## src/rtl/tube_ula_sync.sv

```systemverilog
// tube_ula_sync -- single-clock synchronous Tube ULA.
//
// Bridges the host 6502 bus and a parasite bus through four channels, each
// with one FIFO per direction, plus a host-owned flag register
// (bits 6..0 = T P V M J I Q) and interrupt/reset/DMA outputs.
//
// Ports (active-low where noted):
//   HO2            system clock, rising edge
//   HRST           synchronous active-high reset
//   HCS_n-style    HCS (low), HRW (1=read), HA[2:0], HDIN[7:0] (inverted data)
//   HDOUT/HDOE     host read data / drive enable
//   HIRQ           host interrupt (low)
//   PCS, PNRDS, PNWDS (low), PA[2:0], PDIN[7:0]  parasite bus
//   PDOUT/PDOE     parasite read data / drive enable
//   DACK           DMA acknowledge (low), forces parasite address 5
//   PIRQ, PNMI, PRST (low), DRQ (high)  parasite-side signalling
//
// FIFO index convention: i = {channel[1:0], dir}, dir 0 = host->parasite,
// dir 1 = parasite->host.

module tube_fifo #(
    parameter int DEPTH = 1
) (
    input  logic       clk_i,
    input  logic       rst_i,
    input  logic       clr_i,
    input  logic       push_i,
    input  logic       pop_i,
    input  logic [4:0] lim_i,
    input  logic [7:0] wdata_i,
    output logic [7:0] rdata_o,
    output logic [4:0] cnt_o
);
    localparam int PW = (DEPTH > 1) ? $clog2(DEPTH) : 1;
    localparam logic [PW-1:0] LAST = PW'(DEPTH - 1);

    logic [7:0]    mem_q [DEPTH];
    logic [PW-1:0] wr_q, rd_q;
    logic [4:0]    cnt_q;
    logic [7:0]    last_q;
    logic          push_ok, pop_ok;

    // Full/empty decisions use the pre-edge count, so a simultaneous push
    // and pop on a non-full, non-empty FIFO leaves the count unchanged.
    assign push_ok = push_i & ~clr_i & (cnt_q < lim_i);
    assign pop_ok  = pop_i & ~clr_i & (cnt_q != 5'd0);

    function automatic logic [PW-1:0] inc(input logic [PW-1:0] p);
        return (p == LAST) ? '0 : p + 1'b1;
    endfunction

    always_ff @(posedge clk_i) begin
        if (rst_i) begin
            wr_q   <= '0;
            rd_q   <= '0;
            cnt_q  <= '0;
            last_q <= '0;
        end else if (clr_i) begin
            wr_q  <= '0;
            rd_q  <= '0;
            cnt_q <= '0;
        end else begin
            if (push_ok) wr_q <= inc(wr_q);
            if (pop_ok) begin
                rd_q   <= inc(rd_q);
                last_q <= mem_q[rd_q];
            end
            cnt_q <= cnt_q + {4'd0, push_ok} - {4'd0, pop_ok};
        end
    end

    always_ff @(posedge clk_i) begin
        if (push_ok) mem_q[wr_q] <= wdata_i;
    end

    // Reading an empty FIFO re-presents the last byte that was popped.
    assign rdata_o = (cnt_q != 5'd0) ? mem_q[rd_q] : last_q;
    assign cnt_o   = cnt_q;
endmodule

module tube_ula_sync (
    input  logic       HO2,
    input  logic       HRST,
    input  logic       HCS,
    input  logic       HRW,
    input  logic [2:0] HA,
    input  logic [7:0] HDIN,
    output logic [7:0] HDOUT,
    output logic       HDOE,
    output logic       HIRQ,
    input  logic       PCS,
    input  logic       PNRDS,
    input  logic       PNWDS,
    input  logic [2:0] PA,
    input  logic [7:0] PDIN,
    output logic [7:0] PDOUT,
    output logic       PDOE,
    input  logic       DACK,
    output logic       PIRQ,
    output logic       PNMI,
    output logic       PRST,
    output logic       DRQ
);
    localparam int F_T = 6, F_P = 5, F_V = 4, F_M = 3, F_J = 2, F_I = 1, F_Q = 0;

    logic [6:0]      flags_q, flags_d;
    logic            p_wr_q, p_rd_q;
    logic            h_wr, h_rd, p_sel, p_wr, p_rd, p_wr_go, p_rd_go;
    logic [2:0]      pa;
    logic [7:0]      hval, hstat, pstat, hrd, prd;
    logic [7:0]      push, pop, avail, nfull;
    logic [7:0][4:0] lim, cnt;
    logic [7:0][7:0] wdata, rdata;
    logic            evt;

    assign h_wr = ~HCS & ~HRW;
    assign h_rd = ~HCS & HRW;
    assign hval = ~HDIN;

    // DACK is an access on its own; it steers the address to R3 data.
    assign p_sel = ~PCS | ~DACK;
    assign p_wr  = p_sel & ~PNWDS;
    assign p_rd  = p_sel & ~PNRDS;
    assign pa    = ~DACK ? 3'd5 : PA;

    // Strobes may be held for several cycles; act only on the first one.
    assign p_wr_go = p_wr & ~p_wr_q;
    assign p_rd_go = p_rd & ~p_rd_q;

    always_ff @(posedge HO2) begin
        if (HRST) begin
            flags_q <= '0;
            p_wr_q  <= 1'b0;
            p_rd_q  <= 1'b0;
        end else begin
            flags_q <= flags_d;
            p_wr_q  <= p_wr;
            p_rd_q  <= p_rd;
        end
    end

    // Host write to address 0: bit 7 chooses set or clear of the marked flags.
    always_comb begin
        flags_d = flags_q;
        if (h_wr && HA == 3'd0) begin
            if (hval[7]) flags_d = flags_q | hval[6:0];
            else         flags_d = flags_q & ~hval[6:0];
        end
    end

    always_comb begin
        push = '0;
        pop  = '0;
        push[{HA[2:1], 1'b0}] = h_wr & HA[0];
        pop[{HA[2:1], 1'b1}]  = h_rd & HA[0];
        push[{pa[2:1], 1'b1}] = p_wr_go & pa[0];
        pop[{pa[2:1], 1'b0}]  = p_rd_go & pa[0];
    end

    for (genvar i = 0; i < 8; i++) begin : g_fifo
        localparam int DEPTH = (i == 1) ? 24 : ((i / 2 == 2) ? 2 : 1);
        localparam bit IS_R3 = (i / 2 == 2);

        assign wdata[i] = (i % 2 == 0) ? hval : PDIN;
        // R3 shrinks to one byte and reports availability per byte when V=0.
        assign lim[i]   = IS_R3 ? (flags_q[F_V] ? 5'd2 : 5'd1) : 5'(DEPTH);
        assign avail[i] = (IS_R3 && flags_q[F_V]) ? (cnt[i] == 5'd2) : (cnt[i] != 5'd0);
        assign nfull[i] = cnt[i] < lim[i];

        tube_fifo #(.DEPTH(DEPTH)) u_fifo (
            .clk_i   (HO2),
            .rst_i   (HRST),
            .clr_i   (flags_q[F_T]),
            .push_i  (push[i]),
            .pop_i   (pop[i]),
            .lim_i   (lim[i]),
            .wdata_i (wdata[i]),
            .rdata_o (rdata[i]),
            .cnt_o   (cnt[i])
        );
    end

    assign hstat = {avail[{HA[2:1], 1'b1}], nfull[{HA[2:1], 1'b0}], flags_q[5:0]};
    assign pstat = {avail[{pa[2:1], 1'b0}], nfull[{pa[2:1], 1'b1}], flags_q[5:0]};
    assign hrd   = HA[0] ? rdata[{HA[2:1], 1'b1}] : hstat;
    assign prd   = pa[0] ? rdata[{pa[2:1], 1'b0}] : pstat;

    assign HDOE  = h_rd;
    assign PDOE  = ~PCS & ~PNRDS;
    assign HDOUT = h_rd ? hrd : 8'h00;
    assign PDOUT = p_rd ? prd : 8'h00;

    // R3 event: data waiting for the parasite, or room to send to the host.
    assign evt = avail[4] | (cnt[5] == 5'd0);

    assign PRST = HRST | ~flags_q[F_P];
    assign PIRQ = HRST | ~((flags_q[F_I] & avail[0]) | (flags_q[F_Q] & avail[6]));
    assign HIRQ = HRST | ~(flags_q[F_J] & avail[7]);
    assign PNMI = HRST | ~(flags_q[F_M] & evt);
    assign DRQ  = ~HRST & ~flags_q[F_M] & evt;
endmodule

```

## config.mk

```make
export PLATFORM = sky130hd
export DESIGN_NAME = tube_ula_sync
export DESIGN_NICKNAME = d
export VERILOG_FILES = /design/src/rtl/tube_ula_sync.sv
export SDC_FILE = /design/constraint.sdc
export NUM_CORES = 1
export LEC_CHECK = 0
export CELL_PAD_IN_SITES_DETAIL_PLACEMENT = 0
export CELL_PAD_IN_SITES_GLOBAL_PLACEMENT = 2
export CORE_MARGIN = 2
export CORE_UTILIZATION = 40
export DETAILED_ROUTE_END_ITERATION = 16
export HOLD_SLACK_MARGIN = 0.08
export MAX_ROUTING_LAYER = met4
export PLACE_DENSITY_LB_ADDON = 0.1
export SETUP_SLACK_MARGIN = 0.02
export SYNTH_ARGS = -nofsm -noshare
export SYNTH_HDL_FRONTEND = slang
export SYNTH_SLANG_ARGS = --single-unit
```

## constraint.sdc

```tcl
create_clock -name HO2 -period 4.8 [get_ports HO2]
set_clock_uncertainty 0.2 [all_clocks]
set_input_delay 1.2 -clock HO2 [delete_from_list [all_inputs] [get_ports HO2]]
set_output_delay 1.2 -clock HO2 [all_outputs]
set_load 0.005 [all_outputs]
```

==> run_results.csv <==
group,metric,value,unit
run_status,outcome,"completed",
final_layout,fin_area,20900,µm²
global_route,antenna_found_initial,2,
clock_network,cts_tree,"done",
floorplan,die_area,45600,µm²
logic_synthesis,yosysUniqueCellTypes,63,
final_layout,regArea,10600,µm²
drt,routedWlPerCell,21.5,µm
critical_path,cp-end-kind,"output pin",
floorplan,core-area,43200,µm²
place,preCtsSetupSlack,0.0330,ns
final_layout,area_delta_synth_final,18.9,%
clock_network,cts-buffers-inserted,44,
timing,fin_crit_sh,97.5,%
timing,period_needed,4.68,ns
global_route,grt_pass1_wl,68000,µm
floorplan,die_w,214,µm
timing,drv_slew,0,
place,placed_cells,2019,
clock_network,cts.clk_slew.worst_paths,0.06,ns
logic_synthesis,postSynthAreaPerCell,12.9,µm²
final_layout,finish.utilization,48.4,%
drt,drtPass1Iterations,5,
logic_synthesis,synth_top_area_cell,"edfxtp_1",
flow_run,drv_cap,0,
logic_synthesis,syn-instance-count,1362,
timing,relSlewSlack,14.9,%
timing,worst_slack,0.118,ns
place,place_area,19300,µm²
global_route,grt_pass1_vias,10988,
drt,viasPerCell,5.15,
critical_path,worst-r2r-setup-slack,1.51,ns
final_layout,drive_above_1_share,16.7,%
drt,vias,10829,
final_layout,fill_cells,3957,
floorplan,io_pins,53,
timing,setup_viol,0,
power_and_ir_drop,p_leak,7.58,nW
timing,worst_pin_slew,1.27,ns
drt,first_iter_violations,596,
place,gp_congestion,0.814,
floorplan,start_util,40.7,%
critical_path,path_class,"input port to output pin",
place,dp_hpwl,31400,µm
timing,rsz0062_at_grt,"yes",
final_layout,layout.nets,1591,
floorplan,die_h,214,µm
logic_synthesis,ys_async_sr_fraction,0,%
drt,ant_nets,0,
logic_synthesis,synth.most_common_cell,"edfxtp_1",
global_route,grt_max_degree,38,
logic_synthesis,ys_ff_latch,398,
global_route,overflow,0,
final_layout,multi_input_area,6440,µm²
timing,hold_viol_final,0,
logic_synthesis,synth_commonest_cells,"edfxtp_1, nor2_1, dfxtp_1",
logic_synthesis,synth_top_area_share,45.1,%
critical_path,crit_arrival,3.28,ns
critical_path,critPathMaxFanout,4,
logic_synthesis,ys_warn_count,0,
logic_synthesis,synthTopCellsByArea,"edfxtp_1, dfxtp_1, mux2i_1",
global_route,grt_use_total,21.1,%
drt,wl,45100,µm
power_and_ir_drop,p_per_area,431,nW/µm²
critical_path,cp-start-kind,"input port",
logic_synthesis,synth_seq_area_share,60.4,%
logic_synthesis,synth_nets,1470,
floorplan,num_rows,76,
logic_synthesis,synth-main-ff-cell,"edfxtp_1",
clock_network,clk_latency,0.57,ns
place,port_buffers,52,
clock_network,cts.sinks,398,
clock_network,cts-root-buf,"clkbuf_16",
clock_network,h-tree-depth,2,
logic_synthesis,synth_area,17600,µm²
timing,max_freq,214,MHz
final_layout,fin_cells,2103,
drt,drc,0,
clock_network,clk_path_buf_depth,3,
worst_hold_path,holdCritPathClass,"flop to flop",
logic_synthesis,synth_edf_count,264,
critical_path,crit_required,3.40,ns
power_and_ir_drop,max-vdd-ir-drop,0.000375,V
-- critical path: stages --
cell and delay (ns):
clkdlybuf4s50_1 0.55, buf_4 0.16, nor3b_2 0.05, a22o_1 0.18, a211oi_1 0.30, a31oi_1 0.08, o221ai_1 0.21, clkdlybuf4s50_1 0.55
-- final cells by class --
| cell class | instances | area share, % |
|---|---|---|
| clock inverter | 29 | 1.62 |
| multi-input combinational | 811 | 30.9 |
| inverter | 83 | 1.49 |
| antenna | 2 | 0.0240 |
| clock buffer | 50 | 5.63 |
| timing repair buffer | 145 | 6.02 |
| tap | 585 | 3.51 |
| sequential | 398 | 50.8 |
-- cells in the final DEF, fill, tap and decap left out, types with 25 or more instances in the layout --
| cell type | instances |
|---|---|
| clkbuf_16 | 46 |
| edfxtp_1 | 264 |
| a21oi_1 | 44 |
| inv_1 | 83 |
| nor2_1 | 186 |
| o21ai_0 | 25 |
| nand2_1 | 45 |
| ha_1 | 70 |
| clkdlybuf4s50_1 | 47 |
| mux2i_1 | 112 |
| buf_4 | 90 |
| a211oi_1 | 40 |
| mux4_2 | 37 |
| dfxtp_1 | 132 |
-- flip-flops by register name, summed over array words and instances, names as in the netlist, named ones only --
signal,count
g_fifo.u_fifo.cnt_o,40
g_fifo.u_fifo.rd_q,7
p_wr_q,1
g_fifo.u_fifo.wr_q,7
p_rd_q,1
g_fifo.u_fifo.mem_q,264
g_fifo.u_fifo.last_q,64
-- through the flow --
stage | hold slack (ns) | power (mW) | setup TNS (ns)
after floorplan | 0.246 | 4.96 | 0
after global placement | 0.259 | 5.57 | 0
after detailed placement | 0.262 | 5.56 | 0
after CTS | 0.274 | 9.12 | 0
after global routing | 0.308 | 9.42 | -0.0239
final | 0.276 | 9.01 | 0
-- metal layers --
| metal | vias to the layer above | part of all wire (%) | global-route usage (%) |
|---|---|---|---|
| met1 | 5330 | 44 | 26.2 |
| met2 | 190 | 49 | 35.6 |
| met3 | 55 | 3.9 | 2.84 |
| li1 | 5254 | - | - |
| met5 | - | 0 | - |
| met4 | 0 | 2.7 | 7.04 |
-- worst paths after layout --
check,start,end,depth (start not counted)
max,PA[1],PDOUT[6],8
min,g_fifo[1].u_fifo.last_q[7]$_SDFFE_PP0P_,g_fifo[1].u_fifo.last_q[7]$_SDFFE_PP0P_,2
max reg2reg,g_fifo[0].u_fifo.cnt_o[2]$_SDFF_PP0_,g_fifo[0].u_fifo.cnt_o[4]$_SDFF_PP0_,15
min reg2reg,g_fifo[1].u_fifo.last_q[7]$_SDFFE_PP0P_,g_fifo[1].u_fifo.last_q[7]$_SDFFE_PP0P_,2
-- report_power, final --
group          leakage [nW]  internal, mW  switching (mW)
registers              3.46          3.77          0.0685
clock network         0.741          2.14            1.40
logic                  3.38         0.684           0.955
-- logic make-up after synthesis --
| logic type | count (synthesis) | share of synthesized area (%) |
|---|---|---|
| adder cells (fa/ha/maj) | 78 | 5.90 |
| buffers and inverters | 153 | 3.38 |
| AND/OR/NAND/NOR | 351 | 9.46 |
| flip-flops | 398 | 60.4 |
| XOR/XNOR | 20 | 0.997 |
| multiplexers | 172 | 12.6 |
| AO/OA/AOI/OAI | 190 | 7.28 |
-- timing repair --
action | 4_1_cts | 5_1_grt
hold buffers | 0 | 0
pin swaps | 0 | 4
buffers inserted | 3 | 0
gates resized for setup | 2 | 7
endpoints found under the setup margin | 7 | 15
Note: power is estimated with default switching activity, not from simulation.
